`src/rtl/facto_job_scheduler.sv`:
```
// Round-robin scheduler sharing one FactoCore slave between two requesters: programs the
// core over its register bus, collects the 128-bit factorial and returns it on a rsp channel.
module facto_job_scheduler #(
    parameter logic [15:0] BASE_ADDR   = 16'h0000,
    parameter int unsigned TIMEOUT_CYC = 4096
) (
    input  logic         clk,
    input  logic         reset_n,
    input  logic [1:0]   req_valid,
    input  logic [127:0] req_operand,
    output logic [1:0]   req_ready,
    output logic         rsp_valid,
    input  logic         rsp_ready,
    output logic         rsp_id,
    output logic [127:0] rsp_result,
    output logic         rsp_err,
    output logic         busy,
    output logic         m_sel,
    output logic         m_wr,
    output logic [15:0]  m_addr,
    output logic [63:0]  m_dout,
    input  logic [63:0]  m_din,
    input  logic         interrupt
);
    // state    | meaning
    // IDLE     | arbitrate; on grant issue the operand write
    // W_OPND   | operand write on bus
    // W_IEN    | intrEn = 1 write on bus
    // W_START  | opstart = 1 write on bus
    // WAIT_IRQ | wait for interrupt or timeout
    // RD_H     | read result_h on bus
    // CAP_H    | capture result_h from m_din
    // RD_L     | read result_l on bus
    // CAP_L    | capture result_l from m_din
    // W_CLR1   | opclear = 1 write on bus
    // W_CLR0   | opclear = 0 write on bus
    // RESP     | hold response until rsp_ready
    typedef enum logic [3:0] {
        IDLE, W_OPND, W_IEN, W_START, WAIT_IRQ, RD_H, CAP_H, RD_L, CAP_L, W_CLR1, W_CLR0, RESP
    } state_t;

    localparam int TW = (TIMEOUT_CYC > 1) ? $clog2(TIMEOUT_CYC) : 1;
    localparam logic [TW-1:0] TCNT_LAST = TW'(TIMEOUT_CYC - 1);

    localparam logic [2:0] OFF_OPSTART  = 3'd0;
    localparam logic [2:0] OFF_OPCLEAR  = 3'd1;
    localparam logic [2:0] OFF_INTREN   = 3'd3;
    localparam logic [2:0] OFF_OPERAND  = 3'd4;
    localparam logic [2:0] OFF_RESULT_H = 3'd5;
    localparam logic [2:0] OFF_RESULT_L = 3'd6;

    function automatic logic [15:0] reg_addr(input logic [2:0] off);
        return BASE_ADDR + {10'd0, off, 3'b000};
    endfunction

    state_t        state;
    logic          last_grant;
    logic          job_id;
    logic          job_err;
    logic          grant;
    logic [63:0]   result_h;
    logic [63:0]   result_l;
    logic [TW-1:0] tcnt;

    // Alternate when both request, otherwise serve whichever one is asking.
    assign grant = (&req_valid) ? ~last_grant : req_valid[1];

    always_ff @(posedge clk) begin
        if (!reset_n) begin
            state      <= IDLE;
            last_grant <= 1'b1;
            job_id     <= 1'b0;
            job_err    <= 1'b0;
            result_h   <= '0;
            result_l   <= '0;
            tcnt       <= '0;
            req_ready  <= 2'b00;
            rsp_valid  <= 1'b0;
            rsp_id     <= 1'b0;
            rsp_result <= '0;
            rsp_err    <= 1'b0;
            busy       <= 1'b0;
            m_sel      <= 1'b0;
            m_wr       <= 1'b0;
            m_addr     <= '0;
            m_dout     <= '0;
        end else begin
            req_ready <= 2'b00;
            m_sel     <= 1'b0;
            m_wr      <= 1'b0;
            case (state)
                IDLE: begin
                    if (|req_valid) begin
                        req_ready  <= grant ? 2'b10 : 2'b01;
                        job_id     <= grant;
                        last_grant <= grant;
                        job_err    <= 1'b0;
                        result_h   <= '0;
                        result_l   <= '0;
                        busy       <= 1'b1;
                        m_sel      <= 1'b1;
                        m_wr       <= 1'b1;
                        m_addr     <= reg_addr(OFF_OPERAND);
                        m_dout     <= grant ? req_operand[127:64] : req_operand[63:0];
                        state      <= W_OPND;
                    end
                end
                W_OPND: begin
                    m_sel  <= 1'b1;
                    m_wr   <= 1'b1;
                    m_addr <= reg_addr(OFF_INTREN);
                    m_dout <= 64'd1;
                    state  <= W_IEN;
                end
                W_IEN: begin
                    m_sel  <= 1'b1;
                    m_wr   <= 1'b1;
                    m_addr <= reg_addr(OFF_OPSTART);
                    m_dout <= 64'd1;
                    state  <= W_START;
                end
                W_START: begin
                    tcnt  <= '0;
                    state <= WAIT_IRQ;
                end
                WAIT_IRQ: begin
                    if (interrupt) begin
                        m_sel  <= 1'b1;
                        m_addr <= reg_addr(OFF_RESULT_H);
                        state  <= RD_H;
                    end else if (tcnt == TCNT_LAST) begin
                        // Abort: still clear the core so the next job starts clean.
                        job_err <= 1'b1;
                        m_sel   <= 1'b1;
                        m_wr    <= 1'b1;
                        m_addr  <= reg_addr(OFF_OPCLEAR);
                        m_dout  <= 64'd1;
                        state   <= W_CLR1;
                    end else begin
                        tcnt <= tcnt + TW'(1);
                    end
                end
                RD_H: state <= CAP_H;
                CAP_H: begin
                    result_h <= m_din;
                    m_sel    <= 1'b1;
                    m_addr   <= reg_addr(OFF_RESULT_L);
                    state    <= RD_L;
                end
                RD_L: state <= CAP_L;
                CAP_L: begin
                    result_l <= m_din;
                    m_sel    <= 1'b1;
                    m_wr     <= 1'b1;
                    m_addr   <= reg_addr(OFF_OPCLEAR);
                    m_dout   <= 64'd1;
                    state    <= W_CLR1;
                end
                W_CLR1: begin
                    m_sel  <= 1'b1;
                    m_wr   <= 1'b1;
                    m_addr <= reg_addr(OFF_OPCLEAR);
                    m_dout <= 64'd0;
                    state  <= W_CLR0;
                end
                W_CLR0: begin
                    rsp_valid  <= 1'b1;
                    rsp_id     <= job_id;
                    rsp_result <= job_err ? 128'd0 : {result_h, result_l};
                    rsp_err    <= job_err;
                    state      <= RESP;
                end
                RESP: begin
                    if (rsp_ready) begin
                        rsp_valid  <= 1'b0;
                        rsp_id     <= 1'b0;
                        rsp_result <= '0;
                        rsp_err    <= 1'b0;
                        busy       <= 1'b0;
                        state      <= IDLE;
                    end
                end
                default: state <= IDLE;
            endcase
        end
    end
endmodule

```
`config.mk`:
```
export PLATFORM = sky130hd
export DESIGN_NAME = facto_job_scheduler
export DESIGN_NICKNAME = d
export VERILOG_FILES = /design/src/rtl/facto_job_scheduler.sv
export SDC_FILE = /design/constraint.sdc
export NUM_CORES = 1
export LEC_CHECK = 0
export BUFFER_PORTS_ARGS = -buffer_cell sky130_fd_sc_hd__buf_2
export CORE_UTILIZATION = 52
export CTS_CLUSTER_DIAMETER = 200
export DETAILED_ROUTE_END_ITERATION = 16
export PLACE_DENSITY = 0.83
export RECOVER_POWER = 50
export SLEW_MARGIN = 15
export SYNTH_ARGS = -nofsm -noshare
export SYNTH_HDL_FRONTEND = slang
export SYNTH_SLANG_ARGS = --single-unit
```
`constraint.sdc`:
```
create_clock -name clk -period 2.3 [get_ports clk]
set_input_delay 0.23 -clock clk [delete_from_list [all_inputs] [get_ports clk]]
set_output_delay 0.23 -clock clk [all_outputs]
set_load 0.05 [all_outputs]
```
==> results.cfg, run 1 <==
[final_layout]
drive_gt1_frac = 0.191
syn2layout_area_growth_pct = 28.3
design_area_mm2 = 0.0178
final_nets = 2149

[critical_path]
cp_num_cells = 5
worstSetupStartpointType = flop
rr_worst_depth = 5
crit_chain = buf_4, and3_1, buf_6, nand2_1, a21oi_1
crit_required_ps = 2730
cpLargestDelayFamily = simple AND/OR/NAND/NOR gates
cp_num_buf_inv = 2
cp_data_arrival_time_ps = 2550
cp_slowest_cell = and3_1
crit_path_end_kind = flop
crit_path_max_fanout = 41
worstSetupPathType = flop to flop
max_stage_delay_ps = 630

[logic_synthesis]
synth_area_mm2 = 0.0139
async_reset_ff_frac = 0
synth_cell_types = 55
yosysTopAreaCellShare = 0.506
synth_edf_count = 0
yosysWarnings = 0
yosys-top-cells-area = dfxtp_1 51%, nand3_1 7.3%, a22oi_1 7.2%, nand2_1 5.6%, mux2_2 5.2%
yosys_most_used_dff = dfxtp_1
ys_ff_latch = 350
syn_avg_cell_area_um2 = 8.93
synth_top_area_cell = dfxtp_1
ys_seq_area_frac = 0.506
synthCells = 1551

[cts]
cts-root-buf = clkbuf_16
cts_tree = yes
cts_max_level = 2
cts_buffer_depth = 3
clk_latency_ps = 510
clk_pin_slew_worst_paths_ps = 60
cts_buffers = 38
clock-sinks = 350

[min_path]
whs_path_depth = 2
hold_path.class = primary input to flop

[sta]
timing.final.hold_violations = 0
fmax_mhz = 471
fin_skew_ps = 13.0
period_needed_ps = 2130
slew_headroom = 0.473
worstMarginPinSlew_ps = 794
timing.setup.tns_ps = 0
drv_slew = 0
finalCritPeriodShare = 0.924
final-setup-viol-count = 0
rsz0062_at_grt = false

[pwr]
p_per_area_mw_per_mm2 = 827
power_leakage_nw = 6.54
p_total_mw = 14.7
vdd_drop_max_mv = 0.719

[floorplan]
num_rows = 59
initial_core_util = 0.532
core_area_mm2 = 0.0261
die_area_mm2 = 0.0273
die_x_um = 165
ios = 414
dieHeight_um = 165

[run]
drv_cap = 0

[drt]
routed_wl_um = 42400
dr.pass1.iters = 7
detail_route.wl_per_cell_um = 18.3
num_vias = 13200
ant_nets = 0
drt_iter0_drc = 1031
routed_via_density = 5.71
drcViolationCount = 0

[grt]
grt_overflow = 0
grt_start_max_net_pins = 151
grt_usage = 0.296
grt_pass1_wl_um = 64900
grt_pass1_vias = 12800
antenna_found_initial = 1

[status]
outcome = completed

[place]
placed_area_mm2 = 0.0161
place.port_buffers = 400
dp_hpwl_um = 26300
place_congestion = 0.908
## worst paths after layout
check	start	to	slack, ps
setup / recovery	state[3]$_SDFFE_PN0P_	result_l[42]$_SDFFE_PN0P_	170
setup reg to reg	state[3]$_SDFFE_PN0P_	result_l[42]$_SDFFE_PN0P_	170
hold reg to reg	m_dout[0]$_SDFFE_PN0P_	m_dout[0]$_SDFFE_PN0P_	460
hold / removal	reset_n	last_grant$_SDFFE_PN1P_	70
## sequential cells by signal, indices dropped and copies added, names as in the netlist
| signal | count |
|---|---|
| tcnt | 12 |
| rsp_id | 1 |
| job_err | 1 |
| m_dout | 64 |
| rsp_err | 1 |
| m_addr | 3 |
| rsp_valid | 1 |
| result_l | 64 |
| m_wr | 1 |
| result_h | 64 |
| req_ready | 2 |
| busy | 1 |
| rsp_result | 128 |
| state | 4 |
| last_grant | 1 |
| m_sel | 1 |
| job_id | 1 |
## stage by stage
step	util	instances	worst slack, ps	hold WS (ps)
3_5_place_dp	0.618	2178	199	444
3_3_place_gp	0.618	2178	299	435
5_1_grt	0.682	2312	7.97	79.1
6_report	0.682	2312	175	72.0
2_1_floorplan	-	1563	589	366
4_1_cts	0.692	2308	100	50.7
## per-layer routing
layer,vias up,global-route usage,share of wire
met5,-,0,0
met4,0,0.138,0.041
met3,136,0.0714,0.083
met2,640,0.508,0.49
met1,6226,0.347,0.39
li1,6209,-,-
## cell type report
class,count,area [um^2]
clock inverter,14,186
multi-input combinational,1053,6190
fill,2040,8290
antenna,1,2.50
timing repair buffer,501,2840
clock buffer,52,1090
tap,335,419
sequential,350,7010
inverter,6,30.0
## report_power, final
group	internal, mW	switching (mW)	total (mW)
Combinational	0.712	1.46	2.17
Sequential	6.24	0.107	6.35
Clock	3.77	2.40	6.17
## repair_timing
action,4_1_cts,5_1_grt
resized for setup,0,2
setup buffers,0,3
endpoints found under the hold margin,122,0
hold buffers,64,0
endpoints found under the setup margin,0,12
## synth_stat cells, types with 2 or more instances
master / instances
nor2_1: 142
a32o_1: 2
a41o_1: 2
nor3_2: 2
buf_6: 6
nor2b_1: 3
o211ai_1: 7
and4_1: 3
mux2_2: 64
clkbuf_1: 74
and3_1: 5
a22oi_1: 132
inv_1: 5
dfxtp_1: 350
nor4_1: 2
buf_2: 43
a31oi_1: 4
nor3_1: 8
o2bb2ai_1: 2
xor2_1: 3
nand2_1: 206
nand3b_1: 3
or4_1: 4
nand3_1: 202
buf_4: 16
buf_1: 15
or3_1: 5
o21ai_0: 8
nand2b_1: 2
a21oi_1: 140
o21ai_1: 4
mux2i_1: 64
## placed cells by master, fill, tap and decap left out, drive strengths merged, types with 2 or more instances in the layout
cell type / count
nand3: 202
nor2b: 3
a31oi: 4
a22oi: 132
nand4: 2
clkinv: 8
a41o: 2
clkinvlp: 2
o2111ai: 2
a32o: 2
o2bb2ai: 2
and4: 3
inv: 6
conb: 13
mux2i: 64
o21ai: 12
nand3b: 3
or3: 5
or4: 4
dlygate4sd3: 64
o31ai: 2
o211ai: 7
clkbuf: 257
bufinv: 4
nor4: 3
a21oi: 140
dfxtp: 350
xor2: 3
nor3: 10
buf: 232
nor2: 142
nand2: 206
and3: 5
mux2: 64
nand2b: 2
## worst register-to-register path, cell delays in order (launching register included)
cell and delay [ps]:
dfxtp_1 400, buf_4 280, and3_1 630, buf_6 430, nand2_1 140, a21oi_1 160
## logic make-up (layout without fill, tap and decap cells)
group	after synthesis	after routing	share of synthesized area
AOI/OAI and AO/OA	310	310	0.144
xor gates and xnor gates	3	3	0.00190
adders and majority gates	1	1	0.000903
buffers and inverters	160	573	0.0548
DFF	350	350	0.506
muxes	128	128	0.0983
other	1	14	0.000271
and+or+nand+nor	598	598	0.194
Power figures use the tool's default switching activity.
==> run 2, diff against run 1 <==
- ABC_AREA: unset -> 1
==> run 2 against run 1 <==
Net effect:
- critical path type unchanged
- hold slack lost 64 ps
- routed wire length grew 15%
- largest power group unchanged
- power increased by 18%
- clock power down 1%
==> results.cfg, run 2 <==
[status]
outcome = completed

[cts]
clk_pin_slew_worst_paths_ps = 60
cts_resized = 0
cts_buffer_depth = 3
clk_latency_ps = 520
cts_buffers = 38
clock-sinks = 350
cts-root-buf = clkbuf_16
cts_max_level = 2
cts_tree = yes

[floorplan]
die_x_um = 170
core_area_mm2 = 0.0278
die_area_mm2 = 0.0289
initial_core_util = 0.529
num_rows = 61
dieHeight_um = 170
ios = 414

[logic_synthesis]
synth_xor_xnor_area_share = 0
yosys.area_share.simple = 0.343
synth_cell_types = 28
synthTopCellsByCount = 496 x nand2_1, 385 x nand3_1, 350 x dfxtp_1
yosys_most_used_dff = dfxtp_1
synth_edf_count = 0
synth_mux_area_frac = 0
syn_avg_cell_area_um2 = 7.08
yosys-top-cells-area = dfxtp_1 48%, nand3_1 13%, nand2_1 13%, a21oi_1 9.3%, nor2_1 5.9%
synthCells = 2075
synth_compound_area_frac = 0.107
yosysWarnings = 0
yosysMostFrequentCell = nand2_1
yosysTopAreaCellShare = 0.477
ys_seq_area_frac = 0.477
async_reset_ff_frac = 0
ys_ff_latch = 350
synthAdderAreaFrac = 0.000852
synth_top_area_cell = dfxtp_1
synth_top_family_by_area = simple AND/OR/NAND/NOR gates
synth_area_mm2 = 0.0147

[critical_path]
ff2ff_setup_slack_ps = 210
setup.worst_path.end = rsp_result[75]$_SDFFE_PN0P_
cp_num_buf_inv = 2
rr_worst_depth = 8
cp_common_cell = nand2_1
worstSetupStartpointType = flop
crit_required_ps = 2660
max_stage_delay_ps = 520
crit_chain = nand2_1, nor2_1, nand2_1, nand2_2, inv_4, buf_12, nand2_1, a21oi_1
rr_endpoint = rsp_result[75]$_SDFFE_PN0P_
cp_data_arrival_time_ps = 2450
worstSetupStartpoint = state[0]$_SDFFE_PN0P_
cp_num_cells = 8
cp_slowest_cell = dfxtp_1
crit_path_max_fanout = 50
cpLargestDelayFamily = simple AND/OR/NAND/NOR gates
crit_path_end_kind = flop
worstSetupPathType = flop to flop
r2r-start = state[0]$_SDFFE_PN0P_

[pwr]
vdd_drop_max_mv = 0.631
power_leakage_nw = 7.43
p_per_area_mw_per_mm2 = 947

[sta]
worstMarginPinSlew_ps = 850
fmax_mhz = 479
timing.setup.tns_ps = 0
finalCritPeriodShare = 0.907
timing.final.hold_violations = 0
fin_skew_ps = 20.2
period_needed_ps = 2090
rsz0062_at_grt = false
slew_headroom = 0.434
drv_slew = 0
final-setup-viol-count = 0

[final_layout]
syn2layout_area_growth_pct = 24.4
layout_common_cells = 494 x nand2_1, 385 x nand3_1, 350 x dfxtp_1, 273 x a21oi_1, 227 x nor2_1
layout.cells.most_common = nand2_1
drive_gt1_frac = 0.129
largest_register_ffs = 128
final_nets = 2617
fin_cells = 2830
top_register = rsp_result

[place]
dp_hpwl_um = 30700
dp_cells = 2719
place.port_buffers = 400
place_congestion = 0.897

[min_path]
hold_path.class = primary input to flop
hp-start = m_din[43]

[drt]
routed_wl_um = 48600
ant_nets = 0
dr.pass1.iters = 5
drt_iter0_drc = 1728
drcViolationCount = 0
detail_route.wl_per_cell_um = 17.2
routed_via_density = 5.64
num_vias = 16000

[grt]
grt_usage = 0.318
grt_pass1_wl_um = 74400
grt_overflow = 0
antenna_found_initial = 11
grt_pass1_vias = 14700
grt_start_max_net_pins = 106

[run]
drv_cap = 0
[run 2: cell count changes after synthesis, sizes merged, moves of 19 or more]
cell,change
inv,+59
clkbuf,+30
nand3,+185
a21oi,+133
nand3b,+33
mux2,-64
mux2i,-64
a22oi,-132
nand2,+293
o21ai,+19
nor2,+93
[run 2: worst min-delay path: stages]
cell and delay (ps):
buf_2 110, nand3_1 70, a21oi_1 60
[run 2: worst min path at each step]
stage	end	slack [ps]	cells after the start
after detailed placement	m_addr[5]$_SDFFE_PN0P_	440	2
after CTS	result_h[6]$_SDFFE_PN0P_	0.04	3
after global placement	m_addr[5]$_SDFFE_PN0P_	430	2
after floorplan	result_l[0]$_SDFFE_PN0P_	390	2
final	result_l[43]$_SDFFE_PN0P_	8	3
after global routing	result_l[24]$_SDFFE_PN0P_	2	3
[run 2: area by class of cell]
| cell class | count | area (um^2) |
|---|---|---|
| fillers | 2490 | 9510 |
| flip-flops and latches | 350 | 7010 |
| multi-input cells | 1487 | 6710 |
| repair buffers | 476 | 2570 |
| clock buffers | 52 | 1080 |
| well taps | 378 | 473 |
| inverters | 65 | 254 |
| clock inverters | 13 | 153 |
| diodes | 9 | 22.5 |
[run 2: timing repair]
item	CTS	global route
hold buffers	37	0
endpoints found under the hold margin	51	0
buffers inserted	0	0
[run 2: logic make-up (layout without fill, tap and decap cells)]
family / count (synthesis) / after routing
AOI/OAI and AO/OA: 310 / 310
adders and majority gates: 1 / 1
buffers and inverters: 250 / 606
DFF: 350 / 350
other: 1 / 22
and+or+nand+nor: 1163 / 1163
[run 2: report_power, final]
group	switching, mW	internal [mW]	total (mW)
logic	3.40	1.07	4.47
clock network	2.47	3.64	6.10
registers	0.250	6.49	6.74
[run 2: metal layers]
layer | part of all wire | global-route usage
met1 | 0.38 | 0.382
met2 | 0.47 | 0.523
met5 | 0.00056 | 0
met4 | 0.049 | 0.177
met3 | 0.10 | 0.0765
[run 2: through the flow]
step           hold WS (ps)  worst slack, ps  power (mW)  utilization  cell area (um^2)
6_report               8.16              213        17.3        0.658             18300
5_1_grt                1.75             16.6        18.0        0.658             18300
4_1_cts              0.0429              254        17.4        0.666             18500
3_5_place_dp            445              259        11.3        0.608             16900
3_3_place_gp            435              292        11.2        0.608             16900
2_1_floorplan           395              626        10.1            -             14700
==> run 3, diff against run 2 <==
- ABC_AREA: 1 -> unset
- REMOVE_ABC_BUFFERS: unset -> 1
==> run 3 against run 2 <==
Net effect:
- cell count is 19% lower
- flip-flop and latch count stayed put
- largest power group unchanged
- clock-buffer cell count is 2 higher
- largest cell class unchanged
- combinational power is 52% lower
- power is 17% lower
- via count is 16% lower
- design area is 3.4% lower
- fmax hardly changed
- hold slack better by 120 ps
- routed wire length is 16% lower
- sequential power is 5.9% lower
- die area is 5.6% lower
==> results.cfg, run 3 (synthesized netlist as in run 1, its figures left out) <==
[drt]
drt_iter0_drc = 1296
drcViolationCount = 0
dr.pass1.iters = 8
num_vias = 13400
ant_nets = 0
detail_route.wl_per_cell_um = 17.8
routed_via_density = 5.80
routed_wl_um = 41000

[pwr]
p_total_mw = 14.4
power_leakage_nw = 6.47
p_per_area_mw_per_mm2 = 815
vdd_drop_max_mv = 0.946

[critical_path]
crit_required_ps = 2680
cp_data_arrival_time_ps = 2470
cp_num_buf_inv = 3
cp_num_cells = 7
worstSetupStartpointType = flop
crit_path_end_kind = flop
cpLargestDelayFamily = buffers and inverters
cp_slowest_cell = clkbuf_2
crit_path_max_fanout = 19
ff2ff_setup_slack_ps = 210
worstSetupPathType = flop to flop
crit_chain = buf_4, nor4_4, clkbuf_1, o21ai_4, clkbuf_2, nand3_1, a21oi_1
max_stage_delay_ps = 320
rr_worst_depth = 7

[final_layout]
drive_gt1_frac = 0.184
diodes = 0
layout_common_cells = 350 x dfxtp_1, 214 x clkbuf_1, 206 x nand2_1, 200 x nand3_1, 196 x buf_2
top_register = rsp_result
final_nets = 2141
largest_register_ffs = 128
syn2layout_area_growth_pct = 27.4
layout.cells.most_common = dfxtp_1
post-route-util = 0.677
design_area_mm2 = 0.0177
fillers = 2031

[place]
dp_hpwl_um = 25000
placed_area_mm2 = 0.0161
place.port_buffers = 400
place_congestion = 0.844

[sta]
final-setup-viol-count = 0
drv_slew = 0
timing.final.hold_violations = 0
fmax_mhz = 479
finalCritPeriodShare = 0.907
period_needed_ps = 2090
fin_skew_ps = 26.7
rsz0062_at_grt = false
slew_headroom = 0.468
worstMarginPinSlew_ps = 802

[grt]
grt_usage = 0.287
grt_pass1_wl_um = 63200
grt_start_max_net_pins = 143
grt_overflow = 0
antenna_found_initial = 0
grt_pass1_vias = 12700

[run]
drv_cap = 0

[cts]
clk_latency_ps = 530
post-cts-setup-buffer-count = 0
cts_tree = yes
clk_pin_slew_worst_paths_ps = 60
cts_max_level = 2
cts_buffers = 36
cts_resized = 0
cts_buffer_depth = 3
clock-sinks = 350
cts-root-buf = clkbuf_16

[status]
outcome = completed

[floorplan]
num_rows = 59
ios = 414
die_x_um = 165
dieHeight_um = 165
initial_core_util = 0.532
die_area_mm2 = 0.0273
core_area_mm2 = 0.0261

[min_path]
whs_path_depth = 3
hold_path.class = primary input to flop
-- run 3: worst paths after layout --
| check | startpoint | endpoint |
|---|---|---|
| setup / recovery | state[3]$_SDFFE_PN0P_ | result_l[50]$_SDFFE_PN0P_ |
| hold / removal | req_valid[1] | last_grant$_SDFFE_PN1P_ |
| setup reg to reg | state[3]$_SDFFE_PN0P_ | result_l[50]$_SDFFE_PN0P_ |
| hold reg to reg | m_dout[0]$_SDFFE_PN0P_ | m_dout[0]$_SDFFE_PN0P_ |
-- run 3: timing repair --
item | in CTS | in global routing
hold buffers | 64 | 0
hold endpoints to repair | 126 | 0
endpoints found under the setup margin | 0 | 0
-- run 3: worst reg2reg max path, cell delays in order, from the launching register on --
cell and delay, ps:
dfxtp_1 310, buf_4 220, nor4_4 310, clkbuf_1 300, o21ai_4 210, clkbuf_2 320
nand3_1 210, a21oi_1 80
-- run 3: final cells by class --
| type | instances | area [um^2] | share of cell area |
|---|---|---|---|
| flip-flops and latches | 350 | 7010 | 0.397 |
| multi-input cells | 1053 | 6190 | 0.351 |
| repair buffers | 495 | 2800 | 0.159 |
| clock buffers | 54 | 1060 | 0.0600 |
| well taps | 335 | 419 | 0.0237 |
| clock inverters | 10 | 143 | 0.00808 |
| inverters | 6 | 30.0 | 0.00170 |
-- run 3: per-stage QoR --
| stage | setup TNS [ps] | hold WS (ps) | setup WS (ps) | cells |
|---|---|---|---|---|
| floorplan | -1279790 | 306 | -5950 | 1409 |
| CTS | 0 | 112 | 298 | 2303 |
| global route | 0 | 133 | 107 | 2303 |
| finish | 0 | 129 | 213 | 2303 |
| detailed placement | 0 | 436 | 356 | 2175 |
| global placement | 0 | 432 | 410 | 2175 |
-- run 3: report_power, final --
group	internal, mW	leakage (nW)	total (mW)	switching [mW]
combinational	0.677	3.05	2.13	1.45
clock	3.53	0.589	5.92	2.39
sequential	6.24	2.83	6.34	0.105
-- run 3: metal layers --
metal	part of all wire	global-route usage	wire, um	up-vias
li1	-	-	-	6198
met1	0.39	0.344	16200	6383
met2	0.48	0.486	19800	630
met3	0.080	0.0642	3260	149
met4	0.044	0.137	1810	0
met5	0	0	0	-
